## src/rtl/usb_kbd_led_ctrl.sv

```systemverilog
// Keyboard lock-LED controller: tracks Num/Caps/Scroll lock from HID reports and
// software overrides, and pushes coalesced, rate-limited LED updates over a 4-phase req/ack.
module usb_kbd_led_ctrl #(
  parameter int TIMEOUT_CYCLES = 24000,
  parameter int GAP_CYCLES     = 1200
) (
  input  logic       usb_clk,
  input  logic       usb_rst_n,
  input  logic [1:0] typ,
  input  logic       report,
  input  logic [7:0] key1,
  input  logic [7:0] key2,
  input  logic [7:0] key3,
  input  logic [7:0] key4,
  input  logic       sw_wr,
  input  logic [2:0] sw_leds,
  input  logic       led_ack,
  output logic [7:0] leds,
  output logic       led_req,
  output logic [2:0] led_state,
  output logic       busy,
  output logic       timeout_err
);

  localparam logic [7:0]  NUM_CODE    = 8'h53;
  localparam logic [7:0]  CAPS_CODE   = 8'h39;
  localparam logic [7:0]  SCROLL_CODE = 8'h47;
  localparam logic [15:0] TO_LAST     = 16'(TIMEOUT_CYCLES - 1);
  localparam logic [16:0] GAP_LEN     = 17'(GAP_CYCLES);

  typedef enum logic [1:0] {IDLE, REQ, REL, GAP} state_t;

  state_t      state;
  logic [15:0] timer;
  logic [2:0]  prev;
  logic [2:0]  snapshot;
  logic        pending;
  logic        kbd_q;

  logic        is_kbd;
  logic [2:0]  present;
  logic [2:0]  rise;
  logic [2:0]  led_next;
  logic        chg_event;

  function automatic logic key_hit(input logic [7:0] code, input logic [7:0] k1,
                                   input logic [7:0] k2, input logic [7:0] k3,
                                   input logic [7:0] k4);
    return (k1 == code) || (k2 == code) || (k3 == code) || (k4 == code);
  endfunction

  assign is_kbd   = (typ == 2'd1);
  assign present  = {key_hit(SCROLL_CODE, key1, key2, key3, key4),
                     key_hit(CAPS_CODE,   key1, key2, key3, key4),
                     key_hit(NUM_CODE,    key1, key2, key3, key4)};
  assign rise     = (report && is_kbd) ? (present & ~prev) : 3'b000;
  // Toggles land on top of an override written in the same cycle.
  assign led_next = (sw_wr ? sw_leds : led_state) ^ rise;
  assign chg_event = (led_next != led_state) || sw_wr || (is_kbd && !kbd_q);
  assign leds     = {5'b00000, snapshot};

  always_ff @(posedge usb_clk or negedge usb_rst_n) begin
    if (!usb_rst_n) begin
      state       <= IDLE;
      timer       <= 16'd0;
      prev        <= 3'b000;
      snapshot    <= 3'b000;
      pending     <= 1'b0;
      led_state   <= 3'b000;
      led_req     <= 1'b0;
      busy        <= 1'b0;
      timeout_err <= 1'b0;
      // A keyboard already attached at reset is not treated as a fresh connection.
      kbd_q       <= 1'b1;
    end else begin
      led_state   <= led_next;
      kbd_q       <= is_kbd;
      timeout_err <= 1'b0;

      if (typ == 2'd0)
        prev <= 3'b000;
      else if (report && is_kbd)
        prev <= present;

      case (state)
        IDLE: begin
          if (pending && is_kbd) begin
            snapshot <= led_state;
            pending  <= 1'b0;
            timer    <= 16'd0;
            led_req  <= 1'b1;
            busy     <= 1'b1;
            state    <= REQ;
          end
        end
        REQ: begin
          if (led_ack) begin
            led_req <= 1'b0;
            state   <= REL;
          end else if (timer == TO_LAST) begin
            timeout_err <= 1'b1;
            pending     <= 1'b1;
            led_req     <= 1'b0;
            state       <= REL;
          end else if (!is_kbd) begin
            led_req <= 1'b0;
            state   <= REL;
          end else begin
            timer <= timer + 16'd1;
          end
        end
        REL: begin
          if (!led_ack) begin
            timer <= 16'd0;
            state <= GAP;
          end
        end
        GAP: begin
          if (({1'b0, timer} + 17'd1) >= GAP_LEN) begin
            busy  <= 1'b0;
            state <= IDLE;
          end else begin
            timer <= timer + 16'd1;
          end
        end
        default: state <= IDLE;
      endcase

      // Later assignments win: new events re-arm pending, a detached device clears it.
      if (chg_event)
        pending <= 1'b1;
      if (typ == 2'd0)
        pending <= 1'b0;
    end
  end

endmodule

```

## config.mk

```make
export PLATFORM = sky130hd
export DESIGN_NAME = usb_kbd_led_ctrl
export DESIGN_NICKNAME = d
export VERILOG_FILES = /design/src/rtl/usb_kbd_led_ctrl.sv
export SDC_FILE = /design/constraint.sdc
export NUM_CORES = 1
export LEC_CHECK = 0
export CAP_MARGIN = 15
export CORE_ASPECT_RATIO = 2
export CORE_UTILIZATION = 54
export CTS_BUF_LIST = sky130_fd_sc_hd__clkbuf_4 sky130_fd_sc_hd__clkbuf_8
export CTS_CLUSTER_SIZE = 25
export DETAILED_ROUTE_END_ITERATION = 16
export PLACE_DENSITY = 0.87
export SYNTH_ARGS = -nofsm -noshare
export SYNTH_HDL_FRONTEND = slang
export SYNTH_SLANG_ARGS = --single-unit
```

## constraint.sdc

```tcl
create_clock -name usb_clk -period 2.63 [get_ports usb_clk]
set_input_delay 0.263 -clock usb_clk [delete_from_list [all_inputs] [get_ports usb_clk]]
set_output_delay 0.263 -clock usb_clk [all_outputs]
set_load 0.02 [all_outputs]
```

==> results.json, run 1 <==
{
  "root_buffer": "clkbuf_8",
  "gp_congestion": 0.964,
  "synth_warnings": 0,
  "worst_hold_path_type": "in -> async",
  "drcViolationCount": 0,
  "worstPathMaxFanout": 21,
  "cts_sinks": 32,
  "hold_buffers": 0,
  "p_clk_frac": 0.209,
  "comb_power_share": 0.528,
  "antenna_left": 0,
  "post-route-min-period_ns": 2.57,
  "ir_drop_v": 0.000587,
  "synthToLayoutAreaGrowth_pct": 27.8,
  "arrival_ns": 2.75,
  "routed_wl_mm": 8.52,
  "dieArea_mm2": 0.00542,
  "p_per_area_mw_per_mm2": 678,
  "netlist_top_cells_area": "dfrtp_1 (28%), o2111ai_1 (3.8%), mux2i_1 (3.6%)",
  "yosysTopAreaCell": "dfrtp_1",
  "leakagePower_nw": 1.46,
  "layout_common_cells": "clkdlybuf4s50_1 (50), dfrtp_1 (31), buf_4 (25)",
  "grt_overflow_total": 0,
  "synth-seq-cells": 32,
  "cts.repair.resized": 0,
  "postSynth.asyncResetShare": 1.00,
  "drv_slew": 0,
  "vias": 2868,
  "worstSetupPathType": "reg -> reg",
  "dp_cells": 422,
  "post_cts_buffers": 0,
  "final_common_cell": "clkdlybuf4s50_1",
  "drive_gt1_frac": 0.147,
  "worstSetupStartpointType": "register",
  "cts_max_level": 2,
  "synth_edf_count": 0,
  "cts_tree": "built",
  "hold_viol_final": 0,
  "clockBufferDepth": 2,
  "finalPower_w": 0.00239,
  "tightestPinTransition_ns": 0.699,
  "die_h_um": 103,
  "stdcell_count": 430,
  "clkTransAtPathRegs_ns": 0.08,
  "seq_area_frac_synth": 0.291,
  "grt_antenna_before_repair": 0,
  "dp_hpwl_mm": 6.47,
  "wl_per_cell_um": 19.8,
  "endpoint_kind": "register",
  "pin_count": 56,
  "initial_core_util": 0.562,
  "grt_pass1_wl_mm": 13.7,
  "avgViaCountPerCell": 6.67,
  "synth.avg_cell_area_um2": 8.84,
  "min_period_over_period": 0.976,
  "rows": 36,
  "finish.net_count": 420,
  "maxCapViolations": 0,
  "power_frac_seq": 0.263,
  "die_x_um": 52.5,
  "rsz0062_at_grt": "false",
  "required_ns": 2.81,
  "synthesis.area_mm2": 0.00276,
  "first_global_vias": 2889,
  "p_sw_frac": 0.407,
  "insertion_delay_ns": 0.29,
  "switching_power_w": 0.000972,
  "max_freq_mhz": 390,
  "synth_ff_type": "dfrtp_1",
  "final.setup_skew_ns": 0.00661,
  "cts_made_buffers": 5,
  "drtPass1Iterations": 5,
  "drt_iter0_markers": 123,
  "status": "finished clean",
  "synthCells": 312,
  "synth_top_area_frac": 0.281,
  "slew_headroom": 0.530,
  "holdWs_ns": 0.383,
  "intPower_w": 0.00142,
  "ys_types": 66,
  "port_buffers": 50,
  "grt_usage": 0.348,
  "core_mm2": 0.00491,
  "grt_start_max_net_pins": 33,
  "finalSetupViolCount": 0,
  "diodes": 0
}
[cell type report]
cell class | instances | area (um2)
Fill cell | 343 | 1390
Multi-Input combinational cell | 241 | 1760
Timing Repair Buffer | 77 | 728
Clock buffer | 6 | 76.3
Inverter | 15 | 56.3
Clock inverter | 2 | 35.0
Sequential cell | 32 | 802
Tap cell | 57 | 71.3
[metal layers]
layer	GRT usage	routed length (um)	up-vias
li1	-	-	1307
met1	0.342	2800	1328
met2	0.622	4590	182
met3	0.0516	491	51
met4	0.267	638	0
met5	0	0	-
[cell usage after synthesis (8+ instances only)]
master     instances
nor2b_1           11
clkbuf_1          10
nor2_1            14
nor4bb_1           8
a21oi_1            9
mux2i_1           10
o211ai_1           8
nand3_1           14
buf_4              8
nand2_1           23
a211oi_1          11
dfrtp_1           31
o2111ai_1         12
buf_2              8
inv_1             13
and3_1            11
[final timing paths]
kind                                      start                    to  slack (ns)  cells past startpoint
max reg2reg                timer[5]$_DFFE_PN0P_  timer[3]$_DFFE_PN0P_        0.06                      8
max                        timer[5]$_DFFE_PN0P_  timer[3]$_DFFE_PN0P_        0.06                      8
min reg2reg                 prev[2]$_DFFE_PN0P_   prev[2]$_DFFE_PN0P_        0.50                      1
max in group asynchronous             usb_rst_n       kbd_q$_DFF_PN1_        1.91                      2
min                                   usb_rst_n  timer[1]$_DFFE_PN0P_        0.38                      2
min in group usb_clk        prev[2]$_DFFE_PN0P_   prev[2]$_DFFE_PN0P_        0.50                      1
[through the flow]
step                      cell area (um2)  setup TNS (ns)  setup slack [ns]  utilization
final                                3520               0            0.0636        0.718
after global routing                 3520               0            0.0122        0.718
after CTS                            3520               0             0.182        0.718
after detailed placement             3410         -0.0381           -0.0381        0.695
after global placement               3410               0             0.120        0.695
after floorplan                      2770               0             0.302            -
[critical path, cell delays in order, from the launching register on]
cell and delay, ns:
dfrtp_1 0.60, nand3_1 0.31, nor4_2 0.36, mux2i_1 0.26, a211oi_2 0.08, buf_12 0.17, and2_0 0.18, buf_4 0.16
a311oi_1 0.32
[kinds of logic (layout without fill, tap and decap cells)]
group                      Yosys count  count (layout)  synth area share
buffers and inverters               43             100            0.0785
muxes                               15              15            0.0567
other                                1               5           0.00136
xor gates and xnor gates             5               5            0.0209
DFF                                 32              32             0.291
adders and majority gates            6               6            0.0272
and+or+nand+nor                    125             125             0.279
AOI/OAI and AO/OA                   85              85             0.246
[flip-flops by register name, indices dropped and copies added (netlist names)]
name and cells:
busy 1, kbd_q 1, led_req 1, led_state 3, pending 1, prev 3
snapshot 3, state 2, timeout_err 1, timer 16
[power by group through the flow]
stage | sequential (W) | combinational (W) | clock [W]
detailed placement | 0.000636 | 0.00124 | 0
CTS | 0.000627 | 0.00125 | 0.000502
finish | 0.000628 | 0.00126 | 0.000498
global placement | 0.000628 | 0.00121 | 0
global route | 0.000637 | 0.00135 | 0.000513
floorplan | 0.000682 | 0.000695 | 0
Note: power is estimated with default switching activity, not from simulation.
==> inputs of run 2 (changes only) <==
--- a/config.mk
+++ b/config.mk
@@ -5,7 +5,7 @@
 export SDC_FILE = /design/constraint.sdc
 export NUM_CORES = 1
 export LEC_CHECK = 0
-export CAP_MARGIN = 15
+export CAP_MARGIN = 10
 export CORE_ASPECT_RATIO = 2
 export CORE_UTILIZATION = 54
 export CTS_BUF_LIST = sky130_fd_sc_hd__clkbuf_4 sky130_fd_sc_hd__clkbuf_8
==> constraint.sdc (replaced) <==
create_clock -name usb_clk -period 2.63 [get_ports usb_clk]
set_input_delay 0.263 -clock usb_clk [delete_from_list [all_inputs] [get_ports usb_clk]]
set_output_delay 0.263 -clock usb_clk [all_outputs]
set_load 0.01 [all_outputs]
==> results of run 2 <==
Same layout as run 1 (identical final DEF). Status: finished clean.
Among the figures that moved: total power 0.00239 W -> 0.00235 W
==> inputs of run 3 (changes only) <==
--- a/config.mk
+++ b/config.mk
@@ -7,11 +7,12 @@
 export LEC_CHECK = 0
 export CAP_MARGIN = 10
 export CORE_ASPECT_RATIO = 2
-export CORE_UTILIZATION = 54
+export CORE_UTILIZATION = 55
 export CTS_BUF_LIST = sky130_fd_sc_hd__clkbuf_4 sky130_fd_sc_hd__clkbuf_8
 export CTS_CLUSTER_SIZE = 25
 export DETAILED_ROUTE_END_ITERATION = 16
-export PLACE_DENSITY = 0.87
+export PLACE_DENSITY = 0.89
+export SETUP_SLACK_MARGIN = 0.4
 export SYNTH_ARGS = -nofsm -noshare
 export SYNTH_HDL_FRONTEND = slang
 export SYNTH_SLANG_ARGS = --single-unit
==> constraint.sdc (replaced) <==
create_clock -name usb_clk -period 3.2 [get_ports usb_clk]
set_input_delay 0.32 -clock usb_clk [delete_from_list [all_inputs] [get_ports usb_clk]]
set_output_delay 0.32 -clock usb_clk [all_outputs]
set_load 0.01 [all_outputs]
==> run 3 against run 2 <==
Effect of this change:
- first-iteration DRC count rose by 11%
- worst setup slack improved by 0.45 ns
- cell area fell by 3.9%
- global-route usage fell by 2.4 points
- register-to-register slack improved by 0.45 ns
- critical path depth did not move
- critical endpoint is now state[1]$_DFFE_PN0P_
==> results.json, run 3 (same netlist as run 1, synthesis figures left out) <==
{
  "fillers": 381,
  "arrival_ns": 2.88,
  "dieArea_mm2": 0.00532,
  "core_mm2": 0.00486,
  "status": "finished clean",
  "drt_iter0_markers": 136,
  "root_buffer": "clkbuf_8",
  "antenna_left": 0,
  "vias": 2837,
  "timing.rr.end": "state[1]$_DFFE_PN0P_",
  "die_x_um": 52.1,
  "die_h_um": 102,
  "cts_max_level": 2,
  "clkTransAtPathRegs_ns": 0.08,
  "worstSetupPathType": "reg -> reg",
  "initial_core_util": 0.567,
  "final_common_cell": "clkdlybuf4s50_1",
  "grt_start_max_net_pins": 33,
  "dp_cells": 408,
  "reg2reg_depth": 8,
  "p_per_area_mw_per_mm2": 533,
  "drive_gt1_frac": 0.117,
  "maxCapViolations": 0,
  "cts_made_buffers": 5,
  "port_buffers": 50,
  "clockBufferDepth": 2,
  "post-route-min-period_ns": 2.68,
  "diodes": 0,
  "timing.rr.start": "timer[0]$_DFFE_PN0P_",
  "tns_ns": 0,
  "regMostFlops": "timer",
  "grt_overflow_total": 0,
  "tightestPinTransition_ns": 0.839,
  "crit_buf_inv": 1,
  "worstSetupStartpointType": "register",
  "cts.repair.resized": 0,
  "slowest_delay_ns": 0.55,
  "post_cts_buffers": 0,
  "final.setup_skew_ns": 0.00573,
  "routed_wl_mm": 8.05,
  "required_ns": 3.40,
  "finalSetupViolCount": 0,
  "cts_sinks": 32,
  "worstPathMaxFanout": 21,
  "hold_viol_final": 0,
  "insertion_delay_ns": 0.31,
  "slew_headroom": 0.436,
  "largest_register_ffs": 16,
  "layout_common_cells": "clkdlybuf4s50_1 (50), dfrtp_1 (31), nand2_1 (23)",
  "grt_antenna_before_repair": 0,
  "min_period_over_period": 0.838,
  "finish.net_count": 406,
  "synthToLayoutAreaGrowth_pct": 22.8,
  "leakagePower_nw": 1.36,
  "grt_pass1_wl_mm": 12.5,
  "drtPass1Iterations": 5,
  "pin_count": 56,
  "critPathTopFamily": "multiplexers",
  "reg2reg_slack_ns": 0.52,
  "worstPathCellList": "ha_4 > and3_1 > and4_1 > mux2i_1 > a211oi_2 > buf_4 > a31oi_1 > mux2_2",
  "slowest_stage": "dfrtp_1",
  "drcViolationCount": 0,
  "endpoint_kind": "register",
  "dp_hpwl_mm": 6.02,
  "finalPower_w": 0.00180,
  "rsz0062_at_grt": "false",
  "rows": 36,
  "avgViaCountPerCell": 6.82,
  "stdcell_count": 416,
  "first_global_vias": 2773,
  "ir_drop_v": 0.000504,
  "worst_hold_path_type": "in -> async",
  "hold_buffers": 0,
  "wl_per_cell_um": 19.3,
  "max_freq_mhz": 373,
  "drv_slew": 0,
  "cts_tree": "built",
  "gp_congestion": 0.962,
  "grt_usage": 0.324
}
[run 3: through the flow]
step                setup WS [ns]  hold slack (ns)   util  instance area [um2]
global placement            0.543            0.462  0.675                 3280
CTS                         0.410            0.437  0.694                 3380
floorplan                   0.872           0.0244      -                 2770
global route                0.446            0.456  0.697                 3390
detailed placement          0.385            0.466  0.675                 3280
finish                      0.517            0.417  0.697                 3390
[run 3: report_power, final]
group / internal, W / switching, W / total (W)
Sequential: 0.000466 / 0.0000737 / 0.000540
Clock: 0.000154 / 0.000181 / 0.000335
Combinational: 0.000400 / 0.000530 / 0.000930
Total: 0.00102 / 0.000784 / 0.00180
[run 3: cell type report]
type / count / area, um2 / share of cell area
timing repair buffer: 63 / 598 / 0.177
tap: 57 / 71.3 / 0.0210
clock buffer: 5 / 68.8 / 0.0203
inverter: 15 / 56.3 / 0.0166
sequential: 32 / 802 / 0.237
multi-input combinational: 241 / 1770 / 0.522
clock inverter: 3 / 23.8 / 0.00702
[run 3: worst max-delay path by stage]
| stage | start | to | slack, ns | cells past startpoint |
|---|---|---|---|---|
| 2_1_floorplan | timer[0]$_DFFE_PN0P_ | state[1]$_DFFE_PN0P_ | 0.87 | 7 |
| 3_3_place_gp | typ[0] | pending$_DFFE_PN0P_ | 0.54 | 6 |
| 3_5_place_dp | typ[0] | timer[2]$_DFFE_PN0P_ | 0.39 | 7 |
| 4_1_cts | timer[0]$_DFFE_PN0P_ | state[1]$_DFFE_PN0P_ | 0.41 | 8 |
| 5_1_grt | timer[0]$_DFFE_PN0P_ | state[1]$_DFFE_PN0P_ | 0.45 | 8 |
| 6_report | timer[0]$_DFFE_PN0P_ | state[1]$_DFFE_PN0P_ | 0.52 | 8 |
[run 3: metal layers]
layer,up-vias,wire length (um),GRT usage
met1,1343,2620,0.297
met2,170,4540,0.600
met4,0,448,0.254
met5,-,0,0
li1,1286,-,-
met3,38,445,0.0491
